<file path="src/rtl/sensor_pkg.sv">
// Shared sensor definitions: default geometry, ADC code type and full-scale constant.
package sensor_pkg;

    localparam int unsigned DEF_PIXEL_COUNT = 4;
    localparam int unsigned DEF_ADC_BITS    = 8;
    localparam int unsigned DEF_FIFO_DEPTH  = 4;

    typedef logic [DEF_ADC_BITS-1:0] code_t;

    localparam code_t CODE_MAX = '1;

endpackage

</file>
<file path="src/rtl/readout_fifo.sv">
// Synchronous FIFO for readout beats. The caller only pushes when there is room
// (or a pop happens on the same edge); overflow accounting lives in the parent.
module readout_fifo #(
    parameter int unsigned WIDTH = 9,
    parameter int unsigned DEPTH = 4
) (
    input  logic             clk,
    input  logic             reset,
    input  logic             push,
    input  logic [WIDTH-1:0] wdata,
    input  logic             pop,
    output logic [WIDTH-1:0] rdata,
    output logic             full,
    output logic             empty
);

    localparam int unsigned AW = $clog2(DEPTH);

    logic [WIDTH-1:0] mem [DEPTH];
    logic [AW:0]      wr_ptr_q;
    logic [AW:0]      rd_ptr_q;
    logic             do_push;
    logic             do_pop;

    assign empty   = (wr_ptr_q == rd_ptr_q);
    assign full    = (wr_ptr_q[AW] != rd_ptr_q[AW]) && (wr_ptr_q[AW-1:0] == rd_ptr_q[AW-1:0]);
    assign do_pop  = pop && !empty;
    assign do_push = push && (!full || do_pop);
    // Head reads as zero when empty so the output port is clean after reset.
    assign rdata   = empty ? '0 : mem[rd_ptr_q[AW-1:0]];

    // Pointer update; extra MSB distinguishes full from empty.
    always_ff @(posedge clk) begin
        if (reset) begin
            wr_ptr_q <= '0;
            rd_ptr_q <= '0;
        end else begin
            if (do_push) wr_ptr_q <= wr_ptr_q + 1'b1;
            if (do_pop)  rd_ptr_q <= rd_ptr_q + 1'b1;
        end
    end

    // Storage write; contents need no reset since reads are gated by empty.
    always_ff @(posedge clk) begin
        if (do_push) mem[wr_ptr_q[AW-1:0]] <= wdata;
    end

endmodule

</file>
<file path="src/rtl/pixel_readout.sv">
// Single-slope ADC back end: ramp generation, per-pixel capture on comparator trip,
// full-scale finalize for untripped pixels, and indexed readout into an output FIFO.
// Define PIXEL_READOUT_CDS_EN to build reset-level (ref) storage and the clamped
// sig - ref subtractor; without it `corr` is ignored.
module pixel_readout
    import sensor_pkg::*;
#(
    parameter int unsigned pixel_count = DEF_PIXEL_COUNT,
    parameter int unsigned ADC_BITS    = DEF_ADC_BITS,
    parameter int unsigned FIFO_DEPTH  = DEF_FIFO_DEPTH
) (
    input  logic                           clk,
    input  logic                           reset,
    input  logic                           convert,
    input  logic                           corr,
    input  logic                           read,
    input  logic [$clog2(pixel_count)-1:0] pixel_select,
    input  logic [pixel_count-1:0]         cmp,
    output logic [ADC_BITS-1:0]            ramp_code,
    output logic [ADC_BITS-1:0]            out_data,
    output logic                           out_last,
    output logic                           out_valid,
    input  logic                           out_ready,
    output logic                           overflow
);

    localparam int unsigned SEL_W = $clog2(pixel_count);
    localparam logic [ADC_BITS-1:0] CodeMax = '1;
    localparam logic [SEL_W:0]      PixCnt  = (SEL_W+1)'(pixel_count);
    localparam logic [SEL_W-1:0]    LastSel = SEL_W'(pixel_count - 1);

    logic [ADC_BITS-1:0]    ramp_q;
    logic                   conv_q;
    logic [pixel_count-1:0] done_q;
    logic [pixel_count-1:0] cap_en;
    logic [ADC_BITS-1:0]    cap_code;
    logic                   to_ref;
    logic [ADC_BITS-1:0]    sig_q [pixel_count];
    logic [ADC_BITS-1:0]    res   [pixel_count];
    logic                   rd_q;
    logic [SEL_W-1:0]       sel_q;
    logic                   overflow_q;
    logic                   in_range;
    logic [ADC_BITS:0]      push_data;
    logic                   pop;
    logic                   fifo_full;
    logic                   fifo_empty;
    logic                   push_ok;
    logic [ADC_BITS:0]      head;

    assign ramp_code = convert ? ramp_q : '0;

    // Ramp counter: restarts at 0 whenever convert is low, saturates at full scale.
    always_ff @(posedge clk) begin
        if (reset || !convert) begin
            ramp_q <= '0;
        end else if (ramp_q != CodeMax) begin
            ramp_q <= ramp_q + 1'b1;
        end
    end

    // Window tracking: conv_q marks the finalize cycle right after convert falls;
    // done flags latch the first trip and ignore later comparator activity.
    always_ff @(posedge clk) begin
        if (reset) begin
            conv_q <= 1'b0;
            done_q <= '0;
        end else begin
            conv_q <= convert;
            done_q <= convert ? (done_q | cmp) : '0;
        end
    end

    // Capture enables: first trip during the window, or finalize for untripped pixels.
    always_comb begin
        cap_code = convert ? ramp_q : CodeMax;
        cap_en   = '0;
        for (int i = 0; i < pixel_count; i++) begin
            cap_en[i] = convert ? (cmp[i] && !done_q[i]) : (conv_q && !done_q[i]);
        end
    end

`ifdef PIXEL_READOUT_CDS_EN
    logic                corr_q;
    logic [ADC_BITS-1:0] ref_q [pixel_count];

    // Finalize must hit the register the window targeted, so remember its corr.
    assign to_ref = convert ? corr : corr_q;

    // Window target memory for the finalize cycle.
    always_ff @(posedge clk) begin
        if (reset)        corr_q <= 1'b0;
        else if (convert) corr_q <= corr;
    end

    // Reset-level sample store.
    always_ff @(posedge clk) begin
        for (int i = 0; i < pixel_count; i++) begin
            if (reset)                   ref_q[i] <= '0;
            else if (cap_en[i] && to_ref) ref_q[i] <= cap_code;
        end
    end

    // Clamped difference: a reference above the signal reads as zero.
    always_comb begin
        for (int i = 0; i < pixel_count; i++) begin
            res[i] = (sig_q[i] > ref_q[i]) ? (sig_q[i] - ref_q[i]) : '0;
        end
    end
`else
    logic unused_corr;
    assign unused_corr = corr;
    assign to_ref      = 1'b0;

    // Result is the raw signal sample.
    always_comb begin
        for (int i = 0; i < pixel_count; i++) begin
            res[i] = sig_q[i];
        end
    end
`endif

    // Signal sample store.
    always_ff @(posedge clk) begin
        for (int i = 0; i < pixel_count; i++) begin
            if (reset)                     sig_q[i] <= '0;
            else if (cap_en[i] && !to_ref) sig_q[i] <= cap_code;
        end
    end

    // Readout request pipeline: register the index, push on the following cycle.
    always_ff @(posedge clk) begin
        if (reset) begin
            rd_q  <= 1'b0;
            sel_q <= '0;
        end else begin
            rd_q <= read;
            if (read) sel_q <= pixel_select;
        end
    end

    // Push payload is {last, code}; out-of-range indices push code 0.
    always_comb begin
        in_range  = ({1'b0, sel_q} < PixCnt);
        push_data = '0;
        if (in_range) push_data[ADC_BITS-1:0] = res[sel_q];
        push_data[ADC_BITS] = (sel_q == LastSel);
    end

    assign pop     = !fifo_empty && out_ready;
    assign push_ok = rd_q && (!fifo_full || pop);

    // Sticky overflow: a push that found the FIFO full with no pop to make room.
    always_ff @(posedge clk) begin
        if (reset)                            overflow_q <= 1'b0;
        else if (rd_q && fifo_full && !pop)   overflow_q <= 1'b1;
    end

    readout_fifo #(
        .WIDTH (ADC_BITS + 1),
        .DEPTH (FIFO_DEPTH)
    ) u_fifo (
        .clk   (clk),
        .reset (reset),
        .push  (push_ok),
        .wdata (push_data),
        .pop   (pop),
        .rdata (head),
        .full  (fifo_full),
        .empty (fifo_empty)
    );

    assign out_valid = !fifo_empty;
    assign out_data  = head[ADC_BITS-1:0];
    assign out_last  = head[ADC_BITS];
    assign overflow  = overflow_q;

endmodule

</file>
<file path="config.mk">
export PLATFORM = sky130hd
export DESIGN_NAME = pixel_readout
export DESIGN_NICKNAME = d
export VERILOG_FILES = /design/src/rtl/sensor_pkg.sv /design/src/rtl/readout_fifo.sv /design/src/rtl/pixel_readout.sv
export SDC_FILE = /design/constraint.sdc
export NUM_CORES = 1
export LEC_CHECK = 0
export CAP_MARGIN = 20
export CORE_MARGIN = 2
export CORE_UTILIZATION = 54
export CTS_CLUSTER_SIZE = 30
export DETAILED_ROUTE_END_ITERATION = 12
export PLACE_DENSITY = 0.75
export SLEW_MARGIN = 40
export SYNTH_ARGS = -nofsm -noshare
export SYNTH_HDL_FRONTEND = slang
export SYNTH_HIERARCHICAL = 1
export SYNTH_SLANG_ARGS = --single-unit
</file>
<file path="constraint.sdc">
create_clock -name clk -period 8.1 [get_ports clk]
set_input_delay 1.62 -clock clk [delete_from_list [all_inputs] [get_ports clk]]
set_output_delay 1.62 -clock clk [all_outputs]
set_load 0.05 [all_outputs]
</file>
==> results by group <==
Status
  • Status: finished, final reports clean

Floorplan
  • Core area: 7250 um^2
  • Die area: 8230 um^2
  • Die Span Y: 90.7 um
  • Die Wd: 90.7 um
  • # IOs: 31
  • Standard-cell rows: 31
  • Initial Util: 0.560

Cells and area
  • Most frequent cells in the layout: edfxtp_1, nor2_1, clkdlybuf4s50_1
  • Layout area overhead: 14.0%
  • Layout cell share with drive strength beyond 1: 0.138
  • Most common cell after layout, fill and taps aside: edfxtp_1
  • Ant diodes: 0
  • Fillers: 584
  • Area taken by multi-input logic gates: 1410 um^2
  • Nets: 346
  • Seq. cell area: 2540 um^2

STA
  • Final Hold Fails: 0
  • Clock skew: 0.0128 ns
  • Setup TNS: 0 ns
  • Max_slew headroom: 0.512
  • # setup viols final: 0
  • Peak Freq: 196 MHz
  • Min Tclk post-route: 5.11 ns
  • Worst-Margin Slew: 0.729 ns
  • Final Slew Violations: 0
  • RSZ-0062 raised after global routing: no
  • Final Cycle Share: 0.631

Yosys
  • Simple-gate share of the synthesized area: 0.145
  • Yosys Warn Count: 6
  • Adder-cell share of the synthesized area: 0.0185
  • Yosys cell types: 42
  • Largest family of logic cells by synthesized area: simple AND/OR/NAND/NOR gates
  • Compound-Gate Fraction of Synth Area: 0.0508
  • XOR/XNOR share of the synthesized area: 0.0129
  • Synth Register Bits: 93
  • Syn_area_per_cell: 13.5 um^2
  • Top cell type's share of synthesized area: 0.503
  • Multiplexer area fraction after synthesis: 0.119
  • Syn_nets: 318
  • Top FF cell, synth: edfxtp_1
  • Yosys top cell by area: edfxtp_1
  • Synthesized area: 4060 um^2
  • Gate Count Post-Synth: 300
  • Sequential share of the synthesized area: 0.626
  • Top post-synthesis cells by area: edfxtp_1, dfxtp_1, mux4_2
  • Synth async-reset ratio: 0
  • Post-synth EDFFs: 68

Drt
  • # DRC: 0
  • WL/cell: 14.9 um
  • Drt first-iter violations: 89
  • Vias: 2325
  • Remaining antenna violation count: 0
  • Total iterations of the first detailed-routing run: 4
  • Drt via density: 5.38
  • Final WL: 6440 um

Global routing
  • Initial antenna violation count: 0
  • Largest net degree at the start of global routing: 23
  • Total track usage: 0.170
  • Grt peak-use layer: met2
  • Global routing met1 resource utilization: 0.215
  • First-pass GRT wire length: 10900 um
  • GR Overflow Total: 0
  • Met2 Use GR: 0.286
  • Met3 GRT Util: 0.0301
  • Vias in the first global route: 2245

Power and ir drop
  • Maximum VDD drop: 0.100 mV
  • Power share of the combinational group: 0.126
  • Register share of total power: 0.549
  • Internal power: 763 uW
  • PwrDens: 217 nW/um^2
  • Switching power: 242 uW
  • Pleak: 0.00162 uW
  • Switching power share of the total: 0.241
  • Clk network pwr share: 0.325
  • Total power: 1000 uW

Critical path
  • Worst reg2reg endpoint: u_fifo/mem[1][2]
  • Worst flop-to-flop path startpoint: u_fifo/wr_ptr_q[0]
  • Crit. End Element: primary output
  • Critical path type: in2out
  • Delay-heaviest family, CP: buffers and inverters
  • CP startpoint kind: input pin
  • CP Max Fanout: 22
  • Req. time, crit path: 6.48 ns
  • Register-to-Register Setup Slack: 5.72 ns
  • WP buf/inv: 2
  • Cell mode on critical path: clkdlybuf4s50_1
  • Cell Chain, Critical Path: clkdlybuf4s50_1 > and2_1 > clkdlybuf4s50_1
  • Worst path slowest cell: clkdlybuf4s50_1
  • CP endpoint: ramp_code[2]
  • Worst-case reg-to-reg path depth: 6
  • Worst path depth: 3
  • Worst setup path start: convert
  • CP Data Arrival Time: 3.49 ns
  • Crit path largest cell delay: 0.85 ns

Clock tree
  • Post-CTS Resized: 0
  • Clock Latency Late Sink: 0.35 ns
  • Hold_buf cts: 0
  • CTS Sinks: 93
  • CTS Buf Count: 9
  • Post-CTS setup repair buffer count: 0
  • Clock root buffer: clkbuf_8
  • H-tree Lvls: 3
  • Clk buf depth: 2
  • Clock Pin Slew Worst Setup and Hold Paths: 0.09 ns
  • CTS tree: done

Hold path
  • Min-delay src: overflow
  • Hold Path Class: reg2reg
  • Worst hold path cell count: 2

Placement
  • Routability cong.: 0.816
  • PortBufs: 29
  • DPL Wire Length: 4570 um

Flow run
  • Maxcap violations: 0
worst reg2reg max path, delay by kind of cell (launching register included):
| kind | cells | cell delay (ns) |
|---|---|---|
| flip-flops | 1 | 0.47 |
| AO/OA/AOI/OAI | 2 | 0.54 |
| AND/OR/NAND/NOR | 3 | 0.75 |
| XOR/XNOR | 1 | 0.26 |
Yosys cell counts (3+ instances only):
| cell | count |
|---|---|
| a31oi_1 | 5 |
| edfxtp_1 | 68 |
| nor2_1 | 45 |
| buf_2 | 5 |
| mux2_2 | 3 |
| nand2b_1 | 5 |
| dfxtp_1 | 25 |
| nand3_1 | 3 |
| or2_2 | 4 |
| nand2_1 | 12 |
| clkbuf_1 | 4 |
| nor2b_1 | 20 |
| nor3_1 | 8 |
| mux2i_1 | 5 |
| and2_1 | 12 |
| xnor2_1 | 3 |
| mux4_2 | 17 |
| a21oi_1 | 8 |
| xor2_1 | 3 |
| a211o_1 | 3 |
| ha_1 | 6 |
| inv_1 | 10 |
stage by stage:
step | util | worst slack, ns | cell area [um^2] | hold slack [ns] | std cells
after floorplan | - | 4.23 | 4060 | 0.456 | 300
after global placement | 0.609 | 3.00 | 4410 | 0.449 | 416
after detailed placement | 0.609 | 2.97 | 4410 | 0.475 | 416
after CTS | 0.638 | 2.96 | 4630 | 0.498 | 432
after global routing | 0.638 | 2.85 | 4630 | 0.533 | 432
final | 0.638 | 2.99 | 4630 | 0.484 | 432
worst min-delay path by stage:
stage | to | slack, ns
after floorplan | done_q[1] | 0.46
after global placement | overflow | 0.45
after detailed placement | overflow | 0.48
after CTS | overflow | 0.50
after global routing | done_q[0] | 0.53
final | overflow | 0.48
sequential cells by signal, indices dropped and copies added (netlist names), named ones only:
name and flops:
conv_q 1, u_fifo/mem 36, ramp_q 8, u_fifo/rd_ptr_q 3
sig_q 32, u_fifo/wr_ptr_q 3, rd_q 1, overflow 1
sel_q 2, done_q 4
kinds of logic (layout without fill, tap and decap cells):
| family | Yosys count | in the layout |
|---|---|---|
| adder cells (fa/ha/maj) | 6 | 6 |
| buffers and inverters | 24 | 57 |
| AND/OR/NAND/NOR | 117 | 117 |
| AO/OA/AOI/OAI | 28 | 28 |
| XOR/XNOR | 6 | 6 |
| flip-flops | 93 | 93 |
| multiplexers | 26 | 26 |
area by class of cell:
type | instances | share of cell area
flip-flops and latches | 93 | 0.549
multi-input cells | 183 | 0.304
repair buffers | 31 | 0.0659
clock buffers | 10 | 0.0276
well taps | 99 | 0.0268
clock inverters | 6 | 0.0189
inverters | 10 | 0.00811
per-layer routing:
metal	share of wire	wire length, um
met5	0	0
met4	0.015	95
met3	0.030	194
met2	0.51	3290
met1	0.44	2860
power by group through the flow:
| stage | Clock (uW) | Sequential (uW) | Combinational [uW] |
|---|---|---|---|
| final | 327 | 552 | 126 |
| after global routing | 355 | 555 | 137 |
| after CTS | 334 | 552 | 128 |
| after detailed placement | 0 | 563 | 127 |
| after global placement | 0 | 561 | 125 |
| after floorplan | 0 | 555 | 94.6 |
Note: power is estimated with default switching activity, not from simulation.
